--- src/rtl/mem_port_arbiter_pkg.sv ---
// mem_port_arbiter_pkg: response-owner encoding and the word-access funct3 shared by the arbiter.
package mem_port_arbiter_pkg;
    typedef enum logic [1:0] {
        RSP_NONE = 2'd0,
        RSP_IF   = 2'd1,
        RSP_DRD  = 2'd2,
        RSP_DWR  = 2'd3
    } rsp_t;
    localparam logic [2:0] FUNCT3_WORD = 3'b010;
endpackage

--- src/rtl/mem_port_arbiter_fetch_starve_ctr.sv ---
// fetch_starve_ctr: counts consecutive denied fetch cycles and raises force_if at max_wait.
module fetch_starve_ctr #(
    parameter int MAX_WAIT = 4
) (
    input  logic clk,
    input  logic rst,
    input  logic req,
    input  logic gnt,
    output logic force_if
);
    localparam logic [3:0] MAX = 4'(MAX_WAIT);
    logic [3:0] cnt;
    assign force_if = cnt == MAX;
    always_ff @(posedge clk) begin
        if (rst || !req || gnt) cnt <= '0;
        else if (cnt != MAX) cnt <= cnt + 4'd1;
    end
endmodule

--- src/rtl/mem_port_arbiter.sv ---
// mem_port_arbiter: shares one synchronous memory port between fetch and load/store, data first with bounded fetch starvation.
module mem_port_arbiter
    import mem_port_arbiter_pkg::*;
#(
    parameter int ADDR_W   = 10,
    parameter int DATA_W   = 32,
    parameter int MAX_WAIT = 4
) (
    input  logic              clk,
    input  logic              rst,
    input  logic              if_req,
    input  logic [ADDR_W-1:0] if_addr,
    output logic              if_gnt,
    output logic              if_rvalid,
    output logic [DATA_W-1:0] if_rdata,
    input  logic              d_req,
    input  logic              d_we,
    input  logic [ADDR_W-1:0] d_addr,
    input  logic [DATA_W-1:0] d_wdata,
    input  logic [2:0]        d_funct3,
    output logic              d_gnt,
    output logic              d_rvalid,
    output logic [DATA_W-1:0] d_rdata,
    output logic              mem_en,
    output logic              mem_we,
    output logic [ADDR_W-1:0] mem_addr,
    output logic [DATA_W-1:0] mem_wdata,
    output logic [2:0]        mem_funct3,
    input  logic [DATA_W-1:0] mem_rdata,
    output logic              if_stall,
    output logic              d_stall
);
    logic force_if, d_win, d_load;
    rsp_t rsp_q, rsp_d;
    logic [DATA_W-1:0] if_hold, d_hold;

    fetch_starve_ctr #(.MAX_WAIT(MAX_WAIT)) u_ctr (
        .clk(clk), .rst(rst), .req(if_req), .gnt(if_gnt), .force_if(force_if)
    );

    assign d_win      = d_req & ~(if_req & force_if);
    assign if_gnt     = ~rst & if_req & ~d_win;
    assign d_gnt      = ~rst & d_win;
    assign if_stall   = if_req & ~if_gnt;
    assign d_stall    = d_req & ~d_gnt;
    assign mem_en     = if_gnt | d_gnt;
    assign mem_we     = d_gnt & d_we;
    assign mem_addr   = if_gnt ? if_addr : d_gnt ? d_addr : '0;
    assign mem_wdata  = d_gnt ? d_wdata : '0;
    assign mem_funct3 = if_gnt ? FUNCT3_WORD : d_gnt ? d_funct3 : 3'b000;
    assign rsp_d      = if_gnt ? RSP_IF : d_gnt ? (d_we ? RSP_DWR : RSP_DRD) : RSP_NONE;
    // A response still in flight when reset is seen is dropped, not delivered.
    assign if_rvalid  = ~rst & (rsp_q == RSP_IF);
    assign d_load     = ~rst & (rsp_q == RSP_DRD);
    assign d_rvalid   = ~rst & (rsp_q == RSP_DRD || rsp_q == RSP_DWR);
    assign if_rdata   = if_rvalid ? mem_rdata : if_hold;
    assign d_rdata    = d_load ? mem_rdata : d_hold;

    always_ff @(posedge clk) begin
        if (rst) begin
            rsp_q   <= RSP_NONE;
            if_hold <= '0;
            d_hold  <= '0;
        end else begin
            rsp_q <= rsp_d;
            if (if_rvalid) if_hold <= mem_rdata;
            if (d_load) d_hold <= mem_rdata;
        end
    end
endmodule

--- config.mk ---
export PLATFORM = sky130hd
export DESIGN_NAME = mem_port_arbiter
export DESIGN_NICKNAME = d
export VERILOG_FILES = /design/src/rtl/mem_port_arbiter_pkg.sv /design/src/rtl/mem_port_arbiter_fetch_starve_ctr.sv /design/src/rtl/mem_port_arbiter.sv
export SDC_FILE = /design/constraint.sdc
export NUM_CORES = 1
export LEC_CHECK = 0
export BUFFER_PORTS_ARGS = -buffer_cell sky130_fd_sc_hd__buf_2
export CAP_MARGIN = 20
export CORE_ASPECT_RATIO = 1.2
export CORE_MARGIN = 2
export CORE_UTILIZATION = 40
export DETAILED_ROUTE_END_ITERATION = 8
export PLACE_DENSITY = 0.76
export SYNTH_ARGS = -nofsm -noshare
export SYNTH_HDL_FRONTEND = slang
export SYNTH_SLANG_ARGS = --single-unit
--- constraint.sdc ---
create_clock -name clk -period 3.47 [get_ports clk]
set_clock_uncertainty 0.05 [all_clocks]
set_input_delay 0.5205 -clock clk [delete_from_list [all_inputs] [get_ports clk]]
set_output_delay 0.5205 -clock clk [all_outputs]
set_load 0.005 [all_outputs]
==> impl_metrics.toml, run 1 <==
[grt]
grtUsageTotal_pct = 21.32
grt_start_max_net_pins = 39
overflow = 0
grt_pass1_vias = 2869
grt_pass1_wl_um = 14640
antenna_found_initial = 0

[power]
ir_drop_uv = 170.7
p_leak_uw = 0.002551
powerDensity_mw_per_mm2 = 367.1

[cells_and_area]
nNetsFinal = 592
fin_area_mm2 = 0.004573
layout_common_cells = "buf_2, dfxtp_1, nor2b_1"
fill_cells = 743
final_common_cell = "buf_2"
syn2layout_area_growth_pct = 37.66
final_layout_size_suffix_gt1_share_pct = 58.76
antenna_cells = 0

[timing]
worst_slack_ns = 0.6561
fin_crit_sh_pct = 81.09
finalSetupTns_ns = 0
drv_slew = 0
setup_viol_count_final = 0
whs_ns = 0.3914
worst_pin_slew_ns = 0.8564
rsz0062_at_grt = "false"
fin_crit_ns = 2.814
max_freq_mhz = 355.4
hold_violations = 0
max_slew_margin_pct = 42.80

[logic_synthesis]
syn_area_mm2 = 0.003322
yosysWarnings = 0
synthCells = 291
yosysSeqAreaShare_pct = 42.18
ys_ff_latch = 70
synth_nets = 385
syn_avg_cell_area_um2 = 11.42
synth_cell_types = 23

[worst_setup_path]
cp_cell_sequence = "inv_1, ha_1, nand3b_1, a211oi_2, a22o_1, buf_2"
worstPathMaxFanout = 14
crit_slowest_cell = "a211oi_2"
crit_required_ns = 2.90
crit_path_end_kind = "output port"
slowest_delay_ns = 0.77
worstPathArrival_ns = 2.24
cp_num_buf_inv = 2
cp-start-kind = "flop"
setup.worst_path.class = "flop to output port"
cp_top_family = "compound AO/OA/AOI/OAI gates"
rrSetupSlack_ns = 1.68

[floorplanning]
std_cell_rows = 36
core_area_mm2 = 0.008108
initial_core_util_pct = 40.97
die_w_um = 87.19
io_pins = 209
die_h_um = 103.8
dieArea_mm2 = 0.009053

[placement]
portBuffers = 208
gp_congestion = 0.9393
place_worst_setup_slack_ns = 1.009
placed_area_mm2 = 0.004409
hpwl_um = 8089

[clock_tree]
htreeDepth = 3
clock_latency_ns = 0.32
clkTransAtPathRegs_ns = 0.06
post_cts_resized = 0
cts_tree = "done"
root_buffer = "clkbuf_8"
numCtsBuffers = 9
cts_setup_buffers = 0
cts_sinks = 70
ctsHoldBuffers = 0
clk_path_buf_depth = 2

[drt]
totalWireLength_um = 9844
vias_per_cell = 4.792
num_vias = 2861
routedWlPerCell_um = 16.49
drc = 0
drtIter0Drc = 86
drt-pass1-iter-count = 4
final_antenna_net_count = 0

[flow_run]
cap_violations = 0

[run_status]
outcome = "finished clean"

[worst_hold_path]
min_path_type = "input pin to flop"
==> where the power goes <==
group / switching (uW) / total (uW) / internal, uW / leakage [uW]
registers: 7.34 / 835 / 828 / 0.000568
logic: 129 / 294 / 165 / 0.00190
clock network: 296 / 549 / 254 / 0.0000848
==> synthesized netlist by cell type <==
cell type / n / area share, %
and2b_1: 29 / 6.6
dfxtp_1: 70 / 42
buf_2: 4 / 0.60
clkbuf_1: 9 / 1.0
o2111a_1: 1 / 0.34
mux2_2: 32 / 11
mux2_4: 29 / 13
nor3b_4: 2 / 1.1
o21a_1: 2 / 0.45
a21o_1: 2 / 0.45
and2_1: 35 / 6.6
nor2b_1: 38 / 7.2
buf_6: 7 / 2.4
ha_1: 2 / 0.75
a211oi_2: 1 / 0.38
nand3_1: 2 / 0.30
a22o_1: 10 / 2.6
nand2b_1: 1 / 0.19
mux2_1: 4 / 1.4
nand3b_1: 1 / 0.23
inv_1: 3 / 0.34
and3_1: 3 / 0.57
nor2_1: 4 / 0.45
==> kinds of logic (layout without fill, tap and decap cells) <==
family | count (synthesis) | count (layout) | synth area share, %
buffers and inverters | 23 | 234 | 4.332
muxes | 65 | 65 | 25.31
and+or+nand+nor | 115 | 115 | 23.16
DFF | 70 | 70 | 42.18
adders and majority gates | 2 | 2 | 0.7532
AOI/OAI and AO/OA | 16 | 16 | 4.256
==> layout make-up <==
class | instances | area, um^2 | area share [%]
clock inverter | 6 | 40.04 | 0.8755
sequential | 70 | 1401 | 30.64
timing repair buffer | 216 | 1101 | 24.08
tap | 95 | 118.9 | 2.599
inverter | 3 | 11.26 | 0.2462
multi-input combinational | 198 | 1777 | 38.85
clock buffer | 9 | 123.9 | 2.709
==> final timing paths <==
| path | from | to | cells past startpoint |
|---|---|---|---|
| hold / removal | d_we | rsp_q[0] | 2 |
| hold reg to reg | d_hold[16] | d_hold[16] | 2 |
| setup / recovery | u_ctr.cnt[0] | mem_addr[6] | 6 |
| setup reg to reg | u_ctr.cnt[0] | rsp_q[0] | 5 |
==> registers in the layout, indices dropped and copies added, names as in the netlist <==
signal     count
if_hold       32
d_hold        32
u_ctr.cnt      4
rsp_q          2
==> per-layer routing <==
layer	global-route usage [%]	part of all wire, %
met1	21.46	35
met2	39.09	53
met3	6.375	6.7
met4	9.670	4.8
met5	0	0
==> metrics by stage <==
| stage | instances | power [uW] | util (%) |
|---|---|---|---|
| 4_1_cts | 597 | 1703 | 56.40 |
| 3_3_place_gp | 582 | 1146 | 54.38 |
| 5_1_grt | 597 | 1758 | 56.40 |
| 2_1_floorplan | 291 | 1004 | - |
| 6_report | 597 | 1679 | 56.40 |
| 3_5_place_dp | 582 | 1151 | 54.38 |
Power figures use the tool's default switching activity.
==> run 2: changes to the inputs <==
--- a/config.mk
+++ b/config.mk
@@ -5,13 +5,14 @@
 export SDC_FILE = /design/constraint.sdc
 export NUM_CORES = 1
 export LEC_CHECK = 0
+export ABC_AREA = 1
 export BUFFER_PORTS_ARGS = -buffer_cell sky130_fd_sc_hd__buf_2
 export CAP_MARGIN = 20
 export CORE_ASPECT_RATIO = 1.2
 export CORE_MARGIN = 2
 export CORE_UTILIZATION = 40
 export DETAILED_ROUTE_END_ITERATION = 8
-export PLACE_DENSITY = 0.76
+export PLACE_DENSITY = 0.75
 export SYNTH_ARGS = -nofsm -noshare
 export SYNTH_HDL_FRONTEND = slang
 export SYNTH_SLANG_ARGS = --single-unit
==> constraint.sdc (replaced) <==
create_clock -name clk -period 2.8 [get_ports clk]
set_clock_uncertainty 0.05 [all_clocks]
set_input_delay 0.42 -clock clk [delete_from_list [all_inputs] [get_ports clk]]
set_output_delay 0.42 -clock clk [all_outputs]
set_load 0.005 [all_outputs]
==> run 2 against run 1 <==
Net effect: via count is 36% higher; sequential share of layout area is 1.3 points lower; non-clock buffer count is 2 lower; critical path type unchanged; critical endpoint is now mem_wdata[22]; largest power group unchanged.
==> impl_metrics.toml, run 2 <==
[clock_tree]
htreeDepth = 3
cts_tree = "done"
clkTransAtPathRegs_ns = 0.07
cts_sinks = 70
clock_latency_ns = 0.34
post_cts_resized = 0
numCtsBuffers = 9
ctsHoldBuffers = 0
clk_path_buf_depth = 2
root_buffer = "clkbuf_8"
cts_setup_buffers = 0

[timing]
max_slew_margin_pct = 53.49
fin_crit_sh_pct = 89.54
finalSetupTns_ns = 0
setup_viol_count_final = 0
hold_violations = 0
rsz0062_at_grt = "false"
worst_slack_ns = 0.2929
drv_slew = 0
worst_pin_slew_ns = 0.6951
max_freq_mhz = 398.9
fin_crit_ns = 2.507

[run_status]
outcome = "finished clean"

[floorplanning]
io_pins = 209
initial_core_util_pct = 40.98
core_area_mm2 = 0.008518
std_cell_rows = 37
die_h_um = 106.3
dieArea_mm2 = 0.009494
die_w_um = 89.28

[power]
power.switching_uw = 619.0
p_int_uw = 1556
clock_power_share_pct = 31.0
power_frac_comb_pct = 20.4
p_leak_uw = 0.003384
ir_drop_uv = 236.2
p_sw_share_pct = 28.46
powerDensity_mw_per_mm2 = 455.6
pwr-share-seq_pct = 48.6

[worst_setup_path]
worstPathMaxFanout = 19
r2r-start = "u_ctr.cnt[0]"
reg2reg_depth = 6
cp-startpoint = "u_ctr.cnt[0]"
rrSetupSlack_ns = 1.07
r2r-end = "rsp_q[1]"
worstPathArrival_ns = 2.04
crit_end = "mem_wdata[22]"
setup.worst_path.class = "flop to output port"
crit_path_end_kind = "output port"
cp-start-kind = "flop"
crit_required_ns = 2.33

[grt]
grtUsageTotal_pct = 19.15
grt_start_max_net_pins = 66
antenna_found_initial = 0
overflow = 0
grt_pass1_vias = 3512
grt_pass1_wl_um = 14320

[logic_synthesis]
synthCells = 571
synth_area_leaders = "dfxtp_1, inv_1, nor2_1, nand2_1, o21ai_1"
synth_top_area_share_pct = 40.14
yosysMostFrequentCell = "inv_1"
syn_avg_cell_area_um2 = 6.114
synth_nets = 665
synth_common_cells = "inv_1, nor2_1, nand2_1"
yosysTopAreaCell = "dfxtp_1"
synth-edff-count = 0
postSynth.asyncResetShare_pct = 0
yosysSeqAreaShare_pct = 40.14
yosysWarnings = 0
ys_ff_latch = 70
syn_area_mm2 = 0.003491
synth_cell_types = 20
ys.flop_type = "dfxtp_1"

[cells_and_area]
fin_area_mm2 = 0.004775
fill_cells = 897
syn2layout_area_growth_pct = 36.77
register_area_mm2 = 0.001401
nNetsFinal = 861
final_layout_size_suffix_gt1_share_pct = 30.22
antenna_cells = 0
multi_input_area_mm2 = 0.001295
top_regs = "d_hold: 32 flops, if_hold: 32 flops, u_ctr.cnt: 4 flops"
layout_common_cells = "buf_2, inv_1, nor2_1"
final_common_cell = "buf_2"

[worst_hold_path]
min_path_type = "input pin to flop"

[drt]
num_vias = 3877
final_antenna_net_count = 0
routedWlPerCell_um = 10.47
drtIter0Drc = 174
drc = 0
drt-pass1-iter-count = 4
totalWireLength_um = 9295
vias_per_cell = 4.366

[placement]
portBuffers = 208
hpwl_um = 7128
placed_area_mm2 = 0.004608
gp_congestion = 0.8424
place_worst_setup_slack_ns = 0.5379

[flow_run]
cap_violations = 0
run 2: power groups by stage:
stage | clock [uW] | combinational (uW) | sequential, uW
floorplan | 0 | 235 | 1080
global placement | 0 | 437 | 1080
detailed placement | 0 | 448 | 1080
CTS | 706 | 451 | 1060
global route | 743 | 511 | 1060
finish | 674 | 444 | 1060
run 2: kinds of logic after synthesis:
family / count (synthesis) / synth area share, %
adders and majority gates: 2 / 0.7167
and+or+nand+nor: 224 / 25.95
buffers and inverters: 206 / 23.19
AOI/OAI and AO/OA: 68 / 9.749
xor gates and xnor gates: 1 / 0.2509
DFF: 70 / 40.14
run 2: layout make-up:
class	instances	area share (%)
Clock inverter	4	0.5241
Multi-Input combinational cell	295	27.12
Clock buffer	11	2.752
Tap cell	117	3.066
Inverter	177	13.92
Timing Repair Buffer	214	23.27
Sequential cell	70	29.35
run 2: critical path: stages (launching register included):
cell     delay (ns)
dfxtp_1        0.33
inv_1          0.09
ha_1           0.22
nand4_2        0.38
nand3_4        0.33
buf_12         0.18
nor2_1         0.05
buf_2          0.12
run 2: metrics by stage:
| step | utilization [%] | hold WS (ns) | power (uW) | instances |
|---|---|---|---|---|
| after global placement | 54.10 | 0.4716 | 1515 | 873 |
| after detailed placement | 54.10 | 0.4943 | 1528 | 873 |
| after CTS | 55.93 | 0.2810 | 2214 | 888 |
| after floorplan | - | 0.4575 | 1312 | 571 |
| final | 56.05 | 0.3025 | 2175 | 888 |
| after global routing | 56.05 | 0.2978 | 2316 | 888 |
run 2: worst min path at each step:
stage                             start           end  slack (ns)  depth (start not counted)
after detailed placement    if_hold[28]   if_hold[28]        0.49                          4
final                     mem_rdata[18]   if_hold[18]        0.30                          3
after global routing      mem_rdata[28]   if_hold[28]        0.30                          3
after floorplan            u_ctr.cnt[1]  u_ctr.cnt[1]        0.46                          4
after global placement     u_ctr.cnt[1]  u_ctr.cnt[1]        0.47                          4
after CTS                 mem_rdata[18]   if_hold[18]        0.28                          3
run 2: per-layer routing:
metal,GRT usage [%],wire length [um],vias up
met2,36.35,4887,138
met1,18.86,3566,1695
met3,4.503,657,16
met4,8.635,184,0
li1,-,-,2028
met5,0,0,-
